<file path="config.mk">
export PLATFORM = sky130hd
export DESIGN_NAME = datapath
export DESIGN_NICKNAME = d
export VERILOG_FILES = /design/src/rtl/datapath.sv
export SDC_FILE = /design/constraint.sdc
export NUM_CORES = 1
export LEC_CHECK = 0
export BUFFER_PORTS_ARGS = -buffer_cell sky130_fd_sc_hd__buf_2
export CAP_MARGIN = 25
export CORE_MARGIN = 10
export CORE_UTILIZATION = 30
export CTS_CLUSTER_DIAMETER = 80
export DETAILED_ROUTE_END_ITERATION = 8
export GPL_TIMING_DRIVEN = 1
export PLACE_DENSITY = 0.48
export SKIP_CTS_REPAIR_TIMING = 1
export SYNTH_ARGS = -nofsm -noshare
export SYNTH_HDL_FRONTEND = slang
export SYNTH_SLANG_ARGS = --single-unit
</file>
<file path="constraint.sdc">
create_clock -name clock -period 2.35 [get_ports clock]
set_input_delay 0.235 -clock clock [delete_from_list [all_inputs] [get_ports clock]]
set_output_delay 0.235 -clock clock [all_outputs]
set_load 0.02 [all_outputs]
</file>
<file path="src/rtl/datapath.sv">
// datapath -- single-bus register datapath with an AND-only ALU.
//
// Purpose:
//   A shared 32-bit internal bus (BusMuxOut) is driven by one of PC, Zlow,
//   MDR, R2 or R3 through a fixed-priority mux. Registers MDR, Y, R1, R2 and
//   R3 load from the bus on their enable; MDR can alternatively load from
//   memory read data. The ALU computes Y & bus and the result is captured
//   into Z on every clock edge.
//
// Ports:
//   clock      in   1   system clock, rising edge active
//   clear      in   1   synchronous active-low reset
//   Mdatain    in  32   memory read data into the MDR input mux
//   Read       in   1   MDR input select: 1 = Mdatain, 0 = bus
//   PCout      in   1   bus source enable, highest priority
//   Zlowout    in   1   bus source enable
//   MDRout     in   1   bus source enable
//   R2out      in   1   bus source enable
//   R3out      in   1   bus source enable, lowest priority
//   MDRin      in   1   MDR load enable
//   Yin        in   1   Y load enable
//   R1in       in   1   R1 load enable
//   R2in       in   1   R2 load enable
//   R3in       in   1   R3 load enable
//   BusMuxOut  out 32   current bus value (combinational)
//   R1data     out 32   current R1 contents
//   R2data     out 32   current R2 contents
//   R3data     out 32   current R3 contents
module datapath (
  input  logic        clock,
  input  logic        clear,
  input  logic [31:0] Mdatain,
  input  logic        Read,
  input  logic        PCout,
  input  logic        Zlowout,
  input  logic        MDRout,
  input  logic        R2out,
  input  logic        R3out,
  input  logic        MDRin,
  input  logic        Yin,
  input  logic        R1in,
  input  logic        R2in,
  input  logic        R3in,
  output logic [31:0] BusMuxOut,
  output logic [31:0] R1data,
  output logic [31:0] R2data,
  output logic [31:0] R3data
);

  logic [31:0] pc;
  logic [31:0] mdr;
  logic [31:0] y;
  logic [31:0] r1;
  logic [31:0] r2;
  logic [31:0] r3;
  logic [31:0] z_low;

  logic [31:0] bus;
  logic [31:0] mdr_mux;
  logic [31:0] alu_low;

  // Fixed-priority bus mux. Only *out enables and register contents feed it,
  // so no load enable can reach the bus combinationally.
  always_comb begin
    bus = '0;
    if (PCout)        bus = pc;
    else if (Zlowout) bus = z_low;
    else if (MDRout)  bus = mdr;
    else if (R2out)   bus = r2;
    else if (R3out)   bus = r3;
  end

  always_comb begin
    mdr_mux = Read ? Mdatain : bus;
  end

  // The ALU result is a zero-extended AND, so the upper half of Z is
  // constant zero and has no consumer; only the low word is stored.
  always_comb begin
    alu_low = y & bus;
  end

  // PC has no load path: it is reset to zero and simply holds.
  always_ff @(posedge clock) begin
    if (!clear) begin
      pc <= '0;
    end else begin
      pc <= pc;
    end
  end

  always_ff @(posedge clock) begin
    if (!clear) begin
      mdr <= '0;
    end else if (MDRin) begin
      mdr <= mdr_mux;
    end
  end

  always_ff @(posedge clock) begin
    if (!clear) begin
      y  <= '0;
      r1 <= '0;
      r2 <= '0;
      r3 <= '0;
    end else begin
      if (Yin)  y  <= bus;
      if (R1in) r1 <= bus;
      if (R2in) r2 <= bus;
      if (R3in) r3 <= bus;
    end
  end

  // Z has no enable: it tracks the ALU every edge.
  always_ff @(posedge clock) begin
    if (!clear) begin
      z_low <= '0;
    end else begin
      z_low <= alu_low;
    end
  end

  assign BusMuxOut = bus;
  assign R1data    = r1;
  assign R2data    = r2;
  assign R3data    = r3;

endmodule

</file>
==> results.txt, run 1 <==
The run finished with clean final reports. Detailed placement finished with a half-perimeter wire length of 20,900 µm. The clock net in this run drives a total of between 150 and 200 sinks. Global routing finished with a remaining overflow of 0. approximately 170 I/O pins were placed. The maximum ir drop on the vdd rail came out at 0.389 mV.

In this run the remaining antenna-violating nets after routing total 0. In this run the critical register-to-register path is launched from R2data[22]$_SDFFE_PN0P_. The net switching power came out at 2210 µW. The average instance area after synthesis came out at 9.17 µm². The synthesized area is 0.00865 mm². The clock-pin slew on the worst setup and hold paths is 70 ps. The number of pins exceeding their max-slew limit in the final report came out at 0. The maximum level of the CTS H-tree is 4. The congestion estimate from routability-driven global placement came to 0.772. The worst setup path is of the flop to primary output kind. The later pin in the worst-skew pair is clocked with a latency of 440 ps. The worst register-to-register path ends at R1data[22]$_SDFFE_PN0P_. Setup slack on the critical path of the routed design comes to 372 ps.

The time the worst path needs with I/O delays and setup is 1980 ps. The placed instance area came out at 0.0100 mm². The number of max-cap violations came out at 0. The worst setup path is captured at a primary output. The initialized floorplan defines 62 standard-cell rows.

The detailed-route wire length per cell is 22.0 µm. The count of vias placed by the detailed router came out at 7,980. The first-pass detailed-route iteration total is 6. The switching part of the total is 29.7%. The starting utilization of the core area is 30.3%. Across the routed clock network, the largest skew measured is 10.0 ps. The total of fill cells in the finished design came out at roughly 3,000.

The total of endpoints with negative setup slack in the final report came out at 0. Static timing analysis puts the maximum clock frequency at 0.506 GHz. The growth of design area from synthesis to finish is 22.4%. The number of nets in the synthesized netlist is slightly below 1,000. The path class of the tightest hold or removal check is input port to flop. Data on the critical path arrives at its endpoint at ~1700 ps. The number of buffers added by the clock tree synthesis step came out at 17. The overall track demand over capacity in global routing came out at 17.7%.

The die area came out at 0.0360 mm². The ratio of total power to cell area is about 700 mW/mm². The area of the core region came out at 0.0285 mm². Overall power consumption after layout is estimated at 7440 µW. The number of global-route vias before repair came to 7,968. The transition at the pin with the smallest max-transition slack came out at 953 ps.

Along the worst path, the maximum fanout reaches 7. The worst slew slack as a fraction of its limit is 36.2%. The multi-input combinational cells in the finished layout cover a total of 0.00440 mm². For this run, design rule violations remaining after detail routing come to 0. The flip-flop and latch count after synthesis came out at roughly 190. The clock group share of total power came out at 39.4%. The fraction of final layout cells sized beyond drive strength 1 is 26.0%. The worst hold slack is 84.8 ps. The number of warning messages in the yosys log is 0.

Per report_power, the combinational group accounts for 14.6% of the total. The setup check on the worst reg-to-reg path leaves a slack of 940 ps. The finished layout cell area came out at 0.0106 mm². The number of cells on the worst reg-to-reg path is 4. After the last flow step, the layout net total stands at 1,120.

The worst setup path is launched from a flop. The sequential area share after synthesis is approximately 44%. TritonCTS built the clock tree.

The initial antenna violation count is 1. During placement, the flow inserted port buffers numbering 172. Tracing the worst setup path back leads to its startpoint at R3data[0]$_SDFFE_PN0P_.

The total routed wirelength came out at between 30,000 and 40,000 µm. In the synthesized netlist, the number of instances is 943. The first global-routing pass estimated 50,400 µm of wire. The overall die height came out at 190 µm. The maximum number of pins on one net before global-route repair came out at 84. CTS placed an instance of sky130_fd_sc_hd__clkbuf_16 at the clock tree root. After routing, the total negative slack on setup checks comes to 0 ps. The count of cell types in the netlist came out at 19. The post-route fraction of the period consumed by the critical path came out at 84.2%. The width of the die is 190 µm. Cell internal power was estimated by the tool at 5230 µW.

Setup repair after global routing left no endpoint under its margin. The longest clock path from root to sink contains 2 buffers. The most critical setup path has its endpoint at BusMuxOut[0]. The number of vias per cell after detailed routing is 5.42. The proportion of power drawn by flip-flops and latches came out at 46.1%. Prior to clock tree synthesis, the placed netlist has a worst setup slack of ~400 ps.

The endpoint required time on the critical path is between 2000 and 2500 ps. The number of hold violations in the final report is 0. The sequential cell area came out at roughly 0.0038 mm². The number of violations reported at the end of detailed-routing iteration 0 is 531. The leakage power figure is about 0.0040 µW.
-- final cells by class --
class | count | area share (%)
Clock buffer | 18 | 4.05
Tap cell | 384 | 4.54
Antenna cell | 1 | 0.0236
Timing Repair Buffer | 217 | 12.2
Sequential cell | 192 | 36.3
Clock inverter | 14 | 1.38
Multi-Input combinational cell | 647 | 41.5
-- stage by stage --
step           instances  util, %
6_report            1473     37.1
5_1_grt             1473     37.1
4_1_cts             1472     37.1
3_5_place_dp        1440     35.1
3_3_place_gp        1440     35.1
2_1_floorplan        943        -
-- metal layers --
| metal | GRT usage (%) | part of all wire [%] |
|---|---|---|
| met5 | 0 | 0 |
| met4 | 4.82 | 1.4 |
| met3 | 3.44 | 5.3 |
| met2 | 27.4 | 45 |
| met1 | 24.5 | 48 |
-- worst max-delay path, stage by stage, from the launching register on --
cell and delay, ps:
sky130_fd_sc_hd__dfxtp_1 400, sky130_fd_sc_hd__nand3b_1 110, sky130_fd_sc_hd__a311o_1 470, sky130_fd_sc_hd__nor2_1 150, sky130_fd_sc_hd__buf_2 180
-- synthesized netlist by cell type --
| cell | number | area [µm²] |
|---|---|---|
| sky130_fd_sc_hd__a311o_1 | 32 | 320 |
| sky130_fd_sc_hd__a311oi_1 | 4 | 35.0 |
| sky130_fd_sc_hd__a311oi_2 | 28 | 420 |
| sky130_fd_sc_hd__and3_1 | 32 | 200 |
| sky130_fd_sc_hd__buf_2 | 15 | 75.1 |
| sky130_fd_sc_hd__buf_4 | 3 | 22.5 |
| sky130_fd_sc_hd__buf_6 | 1 | 11.3 |
| sky130_fd_sc_hd__clkbuf_1 | 82 | 308 |
| sky130_fd_sc_hd__clkbuf_2 | 1 | 5.00 |
| sky130_fd_sc_hd__clkbuf_4 | 2 | 15.0 |
| sky130_fd_sc_hd__dfxtp_1 | 192 | 3840 |
| sky130_fd_sc_hd__nand2_1 | 100 | 375 |
| sky130_fd_sc_hd__nand3b_1 | 160 | 1200 |
| sky130_fd_sc_hd__nor2_1 | 65 | 244 |
| sky130_fd_sc_hd__nor2b_1 | 33 | 206 |
| sky130_fd_sc_hd__nor3b_1 | 32 | 240 |
| sky130_fd_sc_hd__o21ai_0 | 32 | 160 |
| sky130_fd_sc_hd__o31ai_1 | 128 | 961 |
| sky130_fd_sc_hd__or2_2 | 1 | 6.26 |
-- how the worst min path moves through the flow --
stage                                  start                    to  slack (ps)  cells after the start
after floorplan           y[31]$_SDFFE_PN0P_  z_low[31]$_SDFF_PN0_         410                      2
after global placement     y[4]$_SDFFE_PN0P_   z_low[4]$_SDFF_PN0_         410                      2
after detailed placement   y[1]$_SDFFE_PN0P_   z_low[1]$_SDFF_PN0_         420                      2
after CTS                        Mdatain[30]  mdr[30]$_SDFFE_PN0P_          70                      3
after global routing             Mdatain[30]  mdr[30]$_SDFFE_PN0P_          90                      3
final                            Mdatain[30]  mdr[30]$_SDFFE_PN0P_          80                      3
-- state kept, by name, summed over array words and instances (netlist names) --
name / cells
R2data: 32
z_low: 32
R1data: 32
mdr: 32
y: 32
R3data: 32
-- logic make-up (layout without fill, tap and decap cells) --
group / after synthesis / count (layout) / synth area share [%]
compound gates: 224 / 224 / 21.9
flops: 192 / 192 / 44.4
buf+inv: 104 / 249 / 5.05
other cells: 0 / 1 / 0
simple gates: 423 / 423 / 28.6
-- power groups by stage --
stage,clock [µW],sequential (µW),combinational [µW]
after floorplan,0,3550,597
after global placement,0,3510,1090
after detailed placement,0,3510,1090
after CTS,2990,3430,1100
after global routing,3140,3440,1170
final,2930,3430,1080
-- placed cells by master, fill, tap and decap left out, drive strengths merged --
cell	netlist	routed
a311o	32	32
a311oi	32	32
and3	32	32
buf	19	217
bufinv	0	1
clkbuf	85	18
clkinv	0	1
clkinvlp	0	4
dfxtp	192	192
diode	0	1
inv	0	8
nand2	100	100
nand3b	160	160
nor2	65	65
nor2b	33	33
nor3b	32	32
o21ai	32	32
o31ai	128	128
or2	1	1
(Power assumes the default switching activity.)
==> run 2, diff against run 1 <==
--- a/config.mk
+++ b/config.mk
@@ -5,6 +5,7 @@
 export SDC_FILE = /design/constraint.sdc
 export NUM_CORES = 1
 export LEC_CHECK = 0
+export ABC_AREA = 1
 export BUFFER_PORTS_ARGS = -buffer_cell sky130_fd_sc_hd__buf_2
 export CAP_MARGIN = 25
 export CORE_MARGIN = 10
==> constraint.sdc (replaced) <==
create_clock -name clock -period 1.9 [get_ports clock]
set_input_delay 0.19 -clock clock [delete_from_list [all_inputs] [get_ports clock]]
set_output_delay 0.19 -clock clock [all_outputs]
set_load 0.02 [all_outputs]
==> results.txt, run 2 <==
Run status: finished clean (unchanged). The number of clock sinks seen by CTS came to 192 (unchanged). The clock tree buffer depth came out at 2 (unchanged). The wire length of the first global-routing pass is 44,200 µm (was 50,400 µm). The number of vias per cell after detailed routing came to 4.74 (was 5.42). The total grt overflow is 0 (unchanged). The fraction of final layout cells sized beyond drive strength 1 is 43.3% (was 26.0%). The clock group share of total power was 38.7% (was 39.4%). The clock tree from TritonCTS is yes (unchanged). The setup total negative slack came out at 0 ps (unchanged).

The total of endpoints with negative setup slack in the final report came to 0 (unchanged). The sequential cell area came to 0.00384 mm² (unchanged). The share of async-settable or async-resettable flops after synthesis is 0% (unchanged).

The die area came out at 0.0372 mm² (was 0.0360 mm²). The switching part of the total is 29.6% (was 29.7%). The kind of end point of the critical path is a primary output (unchanged).

The flip-flop and latch count after synthesis is 192 (unchanged). Ranking of synthesized cells by area: sky130_fd_sc_hd__dfxtp_1 43%, sky130_fd_sc_hd__a21oi_2 12%, sky130_fd_sc_hd__o21ai_0 8.5% (was sky130_fd_sc_hd__dfxtp_1 44%, sky130_fd_sc_hd__nand3b_1 14%, sky130_fd_sc_hd__o31ai_1 11%). The minimum setup slack after placement was 427 ps (was 389 ps). The count of vias placed by the detailed router is 7,649 (was 7,980). The worst clock skew is 13.5 ps (was 10.0 ps). The worst slew slack as a fraction of its limit came to 70.0% (was 36.2%).

The clock root buffer was sky130_fd_sc_hd__clkbuf_16 (unchanged). The sequential area share after synthesis is 42.8% (was 44.4%). The overall track demand over capacity in global routing is 15.2% (was 17.7%). The number of top-level pins came out at 173 (unchanged). The number of cell instances on the worst register-to-register path came out at 7 (was 4).

The number of routed nets with antenna violations came out at 0 (unchanged). The kind of launch point of the worst setup path is a flop (unchanged). The synthesized-area fraction occupied by adder cells was 0% (unchanged). The post-route fraction of the period consumed by the critical path is 85.7%.

The start point of the critical path is R2data[17]$_SDFFE_PN0P_ (was R3data[0]$_SDFFE_PN0P_). RSZ-0062 raised after global routing: false (unchanged). The start of the worst register-to-register path is R3data[30]$_SDFFE_PN0P_ (was R2data[22]$_SDFFE_PN0P_). The number of standard cells after synthesis came out at 1,086 (was 943).

The initial antenna violation count is 0 (was 1). The net switching power is 2900 µW (was 2210 µW). Highest-count cells in the layout ignoring fill and taps: 192 x sky130_fd_sc_hd__dfxtp_1, 167 x sky130_fd_sc_hd__buf_2, 152 x sky130_fd_sc_hd__o21ai_0 (was 192 x sky130_fd_sc_hd__dfxtp_1, 169 x sky130_fd_sc_hd__buf_2, 160 x sky130_fd_sc_hd__nand3b_1). The internal power summed over all cells came out at 6900 µW (was 5230 µW). The count of cell types in the netlist was 22 (was 19). The largest fanout on the critical path is 6 (was 7).

The growth of design area from synthesis to finish is 20.0% (was 22.4%). The global routing usage on met1 came out at 19.9% (was 24.5%). The maximum number of pins on one net before global-route repair came out at 95 (was 84). The number of max-cap violations is 0 (unchanged). The part of the power in combinational logic is 16.8% (was 14.6%). The transition at the pin with the smallest max-transition slack is 449 ps (was 953 ps). The layer with the highest usage after global routing is met2 (unchanged). The largest family of logic cells by synthesized area is compound AO/OA/AOI/OAI gates (was simple AND/OR/NAND/NOR gates). The number of enable-type register cells in the synthesized netlist came out at 0 (unchanged). The end of the worst register-to-register path was y[30]$_SDFFE_PN0P_ (was R1data[22]$_SDFFE_PN0P_). The complex-gate fraction of the synthesized area came out at 26.4% (was 21.9%). List of most frequent post-synthesis cells: 192 x sky130_fd_sc_hd__dfxtp_1, 152 x sky130_fd_sc_hd__o21ai_0, 120 x sky130_fd_sc_hd__a21oi_2 (was 192 x sky130_fd_sc_hd__dfxtp_1, 160 x sky130_fd_sc_hd__nand3b_1, 128 x sky130_fd_sc_hd__o31ai_1). The most common cell after layout, fill and taps aside is sky130_fd_sc_hd__dfxtp_1 (unchanged). The setup slack of the most critical reg-to-reg path came out at 800 ps (was 940 ps). The first-pass detailed-route iteration total is 4 (was 6).

The average instance area after synthesis came out at 8.26 µm² (was 9.17 µm²). The least setup slack across all paths after layout was 272 ps (was 372 ps). The count of buffers from port buffering came to 172 (unchanged). The type of the worst min-delay path is input port to flop (unchanged). The dominant cell by count in the synthesized netlist is sky130_fd_sc_hd__dfxtp_1 (unchanged).

The simple logic cell fraction of the synthesized area is 22.3% (was 28.6%). The maximum level of the CTS H-tree came out at 4 (unchanged). The detailed-route wire length per cell is 17.7 µm (was 22.0 µm). The ratio of total power to cell area is 910 mW/mm² (was 703 mW/mm²). Counting I/O delays and the setup requirement, the final critical path takes 1630 ps. The post-detailed-placement half-perimeter wirelength is 18,300 µm (was 20,900 µm). The total of fill cells in the finished design came out at 3,187 (was 3,008). The number of global-route vias before repair is 7,591 (was 7,968). The maximum ir drop on the vdd rail came out at 0.527 mV (was 0.389 mV). The proportion of power drawn by flip-flops and latches was 44.5% (was 46.1%).

The standard-cell row count came out at 63 (was 62). The category of the most critical setup path is flop to primary output (unchanged). The endpoint required time on the critical path is 1710 ps (was 2120 ps). The overall die height came out at 193 µm (was 190 µm). The share of synthesized area spent on multiplexers is 0% (unchanged). The area occupied by multi-input gates came out at 0.00437 mm² (was 0.00440 mm²).

The clock latency on the worst-skew pair came out at 440 ps (about the same). The starting utilization of the core area came out at 30.3% (about the same). The area of the core region is 0.0296 mm² (was 0.0285 mm²). The number of buffers added by the clock tree synthesis step came out at 17 (unchanged). The leakage power figure is 0.00455 µW (was 0.00401 µW). The launch instance of the worst min-delay path is Mdatain[18] (was Mdatain[30]). The number of violations reported at the end of detailed-routing iteration 0 is 479 (was 531). The most used flip-flop cell after synthesis was sky130_fd_sc_hd__dfxtp_1 (unchanged). The met2 demand-to-capacity share in global routing was 25.0% (was 27.4%). The cell taking the most area after synthesis is sky130_fd_sc_hd__dfxtp_1 (unchanged). The share of the core filled with cells came to 36.4% (was 37.1%). The highest achievable clock rate is roughly 0.61 GHz. The share of Yosys cell area claimed by the top area cell type is 42.8% (was 44.4%). The data arrival at the endpoint of the critical path came to 1440 ps (was 1740 ps). The number of warning messages in the yosys log came to 0 (unchanged). The number of nets in the synthesized netlist is 1,131 (was 988). The share of the synthesized netlist area taken by xor and xnor gates came out at 0% (unchanged). The post-route DRC violation count came out at 0 (unchanged).

The total routed wirelength is 28,500 µm (was 32,500 µm). The clock-pin slew on the worst setup and hold paths is 70 ps (about the same). The number of hold violations in the final report is 0 (unchanged).

The final estimated routing congestion in global placement came out at 0.718 (was 0.772). The synthesized area came out at 0.00897 mm² (was 0.00865 mm²). The fraction of met3 tracks used by global routing was 3.51% (was 3.44%).

The number of pins exceeding their max-slew limit in the final report is 0 (unchanged). The termination of the worst setup path is BusMuxOut[17] (was BusMuxOut[0]). The width of the die is 193 µm (was 190 µm).

The total inserted antenna cells is 0 (was 1). The count of nets after finishing is 1,258 (was 1,120).
## run 2: cell count changes in the layout (fill, tap and decap cells not counted), moves of 34 or more
cell / change
sky130_fd_sc_hd__nand2_2: +46
sky130_fd_sc_hd__a21oi_2: +120
sky130_fd_sc_hd__a21oi_1: +104
sky130_fd_sc_hd__o31ai_1: -128
sky130_fd_sc_hd__nor2_2: +40
sky130_fd_sc_hd__inv_1: +34
sky130_fd_sc_hd__nand3_1: +34
sky130_fd_sc_hd__nand3b_1: -160
sky130_fd_sc_hd__o21ai_0: +120
## run 2: cell type report
cell class / count / share of cell area [%]
well taps: 390 / 4.53
flip-flops and latches: 192 / 35.7
inverters: 69 / 2.46
repair buffers: 197 / 11.1
multi-input cells: 736 / 40.6
clock inverters: 10 / 1.27
clock buffers: 21 / 4.28
## run 2: worst min-delay path by stage
stage                                       to  slack [ps]  cells past startpoint
after CTS                 mdr[14]$_SDFFE_PN0P_          30                      3
after global routing      mdr[14]$_SDFFE_PN0P_          60                      3
final                     mdr[18]$_SDFFE_PN0P_          50                      3
after floorplan           mdr[25]$_SDFFE_PN0P_         380                      2
after global placement    z_low[21]$_SDFF_PN0_         420                      2
after detailed placement  z_low[26]$_SDFF_PN0_         420                      2
## run 2: critical path: stages, from the launching register on
cell and delay, ps:
sky130_fd_sc_hd__dfxtp_1 410, sky130_fd_sc_hd__inv_1 60, sky130_fd_sc_hd__nand2_1 70, sky130_fd_sc_hd__nand3_2 80, sky130_fd_sc_hd__nand2_2 100, sky130_fd_sc_hd__nand2_4 90, sky130_fd_sc_hd__inv_2 50, sky130_fd_sc_hd__buf_2 150
## run 2: kinds of logic (layout without fill, tap and decap cells)
logic type	Yosys count	after routing
AOI/OAI and AO/OA	384	384
and+or+nand+nor	352	352
DFF	192	192
buffers and inverters	158	297
## run 2: routing by layer
layer	share of wire [%]	up-vias
met5	0	-
met4	0.98	0
met3	5.0	17
met2	47	155
met1	47	3629
li1	-	3848
## run 2: through the flow
step                      cells  cell area, µm²  total power [µW]  hold slack (ps)
after global placement     1584           10200              6110              417
after global routing       1615           10800             10300             63.7
after floorplan            1086            8970              5600              380
after CTS                  1615           10800              9940             33.2
after detailed placement   1584           10200              6130              418
final                      1615           10800              9800             53.1
## run 2: power groups by stage
stage | clock [µW] | combinational, µW | sequential [µW]
floorplan | 0 | 1020 | 4580
global placement | 0 | 1660 | 4450
detailed placement | 0 | 1670 | 4460
CTS | 3900 | 1680 | 4360
global route | 4050 | 1820 | 4390
finish | 3790 | 1650 | 4360
==> run 3, diff against run 2 <==
==> constraint.sdc (replaced) <==
create_clock -name clock -period 1.5 [get_ports clock]
set_input_delay 0.15 -clock clock [delete_from_list [all_inputs] [get_ports clock]]
set_output_delay 0.15 -clock clock [all_outputs]
set_load 0.02 [all_outputs]
==> results.txt, run 3 (synthesis results as in run 2) <==
The area of the core region is 0.0296 mm² (unchanged). The number of vias per cell after detailed routing came out at 4.73 (was 4.74). The clock root buffer is sky130_fd_sc_hd__clkbuf_16 (unchanged). The initial antenna violation count came to 0 (unchanged). The maximum number of pins on one net before global-route repair is 79 (was 95). The number of clock sinks seen by CTS is 192 (unchanged). The number of hold violations in the final report is 0 (unchanged).

The kind of end point of the critical path is a primary output (unchanged). The clock tree buffer depth came to 2 (unchanged). The clock tree from TritonCTS is yes (unchanged).

The kind of launch point of the worst setup path is a flop (unchanged). Highest-count cells in the layout ignoring fill and taps: 152 x sky130_fd_sc_hd__o21ai_0, 135 x sky130_fd_sc_hd__buf_2, 131 x sky130_fd_sc_hd__dfxtp_1 (was 192 x sky130_fd_sc_hd__dfxtp_1, 167 x sky130_fd_sc_hd__buf_2, 152 x sky130_fd_sc_hd__o21ai_0). The number of routed nets with antenna violations is 0 (unchanged). The count of buffers from port buffering is 172 (unchanged).

The worst slew slack as a fraction of its limit is 74.0% (was 70.0%). The most common cell after layout, fill and taps aside is sky130_fd_sc_hd__o21ai_0 (was sky130_fd_sc_hd__dfxtp_1). The total of endpoints with negative setup slack in the final report came out at 0 (unchanged).

The number of violations reported at the end of detailed-routing iteration 0 is 436 (was 479). The leakage power figure came out at 0.00513 µW (was 0.00455 µW). The category of the most critical setup path was flop to primary output (unchanged).

The count of nets after finishing came out at 1,370 (was 1,258). The starting utilization of the core area was 30.3% (unchanged). The least setup slack across all paths after layout came to 21.1 ps (was 272 ps). The setup total negative slack is 0 ps (unchanged). The width of the die is 193 µm (unchanged). Run status: finished clean (unchanged). RSZ-0062 raised after global routing: true (was false). The post-route fraction of the period consumed by the critical path came out at between 90 and 100%. The post-detailed-placement half-perimeter wirelength is 18,900 µm (was 18,300 µm). The wire length of the first global-routing pass came out at 44,400 µm (was 44,200 µm).

The count of vias placed by the detailed router is 8,168 (was 7,649). The number of top-level pins came to 173 (unchanged). The die area came out at 0.0372 mm² (unchanged). The total grt overflow is 0 (unchanged). The data arrival at the endpoint of the critical path came out at 1330 ps (was 1440 ps).

The worst clock skew is 9.83 ps (was 13.5 ps). The ratio of total power to cell area is 1040 mW/mm² (was 910 mW/mm²). The growth of design area from synthesis to finish is 33.2% (was 20.0%). The post-route DRC violation count came out at 0 (unchanged). The transition at the pin with the smallest max-transition slack came out at 389 ps (was 449 ps). The overall track demand over capacity in global routing is 15.3% (was 15.2%).

The type of the worst min-delay path is input port to flop (unchanged). The overall die height came out at 193 µm (unchanged). The maximum level of the CTS H-tree came to 4 (unchanged). The endpoint required time on the critical path came to 1350 ps (was 1710 ps). The filler-free cell count of the finished design came out at 1,728 (was 1,615). The total inserted antenna cells came out at 0 (unchanged). The clock latency on the worst-skew pair came out at 440 ps (about the same). The final estimated routing congestion in global placement came out at 0.737 (was 0.718). The fraction of final layout cells sized beyond drive strength 1 came out at 54.3% (was 43.3%). The total routed wirelength is 29,600 µm (was 28,500 µm).

The minimum setup slack after placement came to 94.2 ps (was 427 ps). The number of global-route vias before repair is 7,564 (was 7,591). The first-pass detailed-route iteration total is 5 (was 4). The highest achievable clock rate is 0.676 GHz. The number of buffers added by the clock tree synthesis step is 17 (unchanged).

The maximum ir drop on the vdd rail came out at 0.650 mV (was 0.527 mV). The total placed cells including tap cells came out at 1,605 (was 1,584). The number of pins exceeding their max-slew limit in the final report is 0 (unchanged). Counting I/O delays and the setup requirement, the final critical path takes 1480 ps.

The detailed-route wire length per cell is 17.1 µm (was 17.7 µm). The largest fanout on the critical path came out at 5 (was 6). The standard-cell row count came out at 63 (unchanged). The total power consumption of the routed design is 12,500 µW (was 9800 µW). The clock-pin slew on the worst setup and hold paths was 70 ps (about the same). The number of max-cap violations is 0 (unchanged).
-- run 3: cell count changes in the layout (fill, tap and decap cells not counted), moves of 9 or more --
| cell | before | now |
|---|---|---|
| sky130_fd_sc_hd__buf_4 | 19 | 128 |
| sky130_fd_sc_hd__dfxtp_1 | 192 | 131 |
| sky130_fd_sc_hd__buf_2 | 167 | 135 |
| sky130_fd_sc_hd__inv_1 | 34 | 25 |
| sky130_fd_sc_hd__nand2_1 | 112 | 103 |
| sky130_fd_sc_hd__dfxtp_2 | 0 | 60 |
| sky130_fd_sc_hd__buf_6 | 0 | 30 |
| sky130_fd_sc_hd__nand2_2 | 50 | 59 |
-- run 3: final cells by class --
| cell class | count | area, µm² |
|---|---|---|
| fillers | 3069 | 17600 |
| multi-input cells | 736 | 4410 |
| flip-flops and latches | 192 | 3920 |
| repair buffers | 309 | 2290 |
| well taps | 390 | 488 |
| clock buffers | 20 | 457 |
| inverters | 69 | 268 |
| clock inverters | 12 | 110 |
-- run 3: worst paths after layout --
path                           startpoint                endpoint  slack, ps  cells past startpoint
setup / recovery  R3data[19]$_SDFFE_PN0P_           BusMuxOut[19]         20                      7
hold / removal                Mdatain[20]    mdr[20]$_SDFFE_PN0P_         20                      3
setup reg to reg   R3data[0]$_SDFFE_PN0P_  R2data[0]$_SDFFE_PN0P_        360                      8
hold reg to reg        y[14]$_SDFFE_PN0P_    z_low[14]$_SDFF_PN0_        420                      2
-- run 3: per-stage QoR --
step / cell area [µm²] / hold WS (ps) / util [%]
global route: 12000 / 9.82 / 40.4
floorplan: 8970 / 340 / -
detailed placement: 10400 / 419 / 35.1
global placement: 10400 / 416 / 35.1
CTS: 11000 / -2.97 / 37.1
finish: 12000 / 19.3 / 40.4
-- run 3: worst max-delay path: stages, from the launching register on --
cell and delay (ps):
sky130_fd_sc_hd__dfxtp_2 340, sky130_fd_sc_hd__nand2_1 50, sky130_fd_sc_hd__nand2_1 80, sky130_fd_sc_hd__nand3_2 90, sky130_fd_sc_hd__nand2_2 90, sky130_fd_sc_hd__nand2_4 90, sky130_fd_sc_hd__inv_2 60, sky130_fd_sc_hd__buf_6 100
-- run 3: power by group --
part / internal [µW] / leakage, µW / switching, µW
Sequential: 5390 / 0.00160 / 145
Clock: 2390 / 0.000269 / 2100
Combinational: 936 / 0.00326 / 1510
Total: 8710 / 0.00513 / 3760
-- run 3: routing by layer --
| metal | vias up | share of wire (%) | global-route usage (%) |
|---|---|---|---|
| li1 | 4074 | - | - |
| met1 | 3904 | 47 | 20.3 |
| met2 | 170 | 47 | 24.8 |
| met3 | 20 | 4.8 | 3.16 |
| met4 | 0 | 1.1 | 4.14 |
| met5 | - | 0 | 0 |
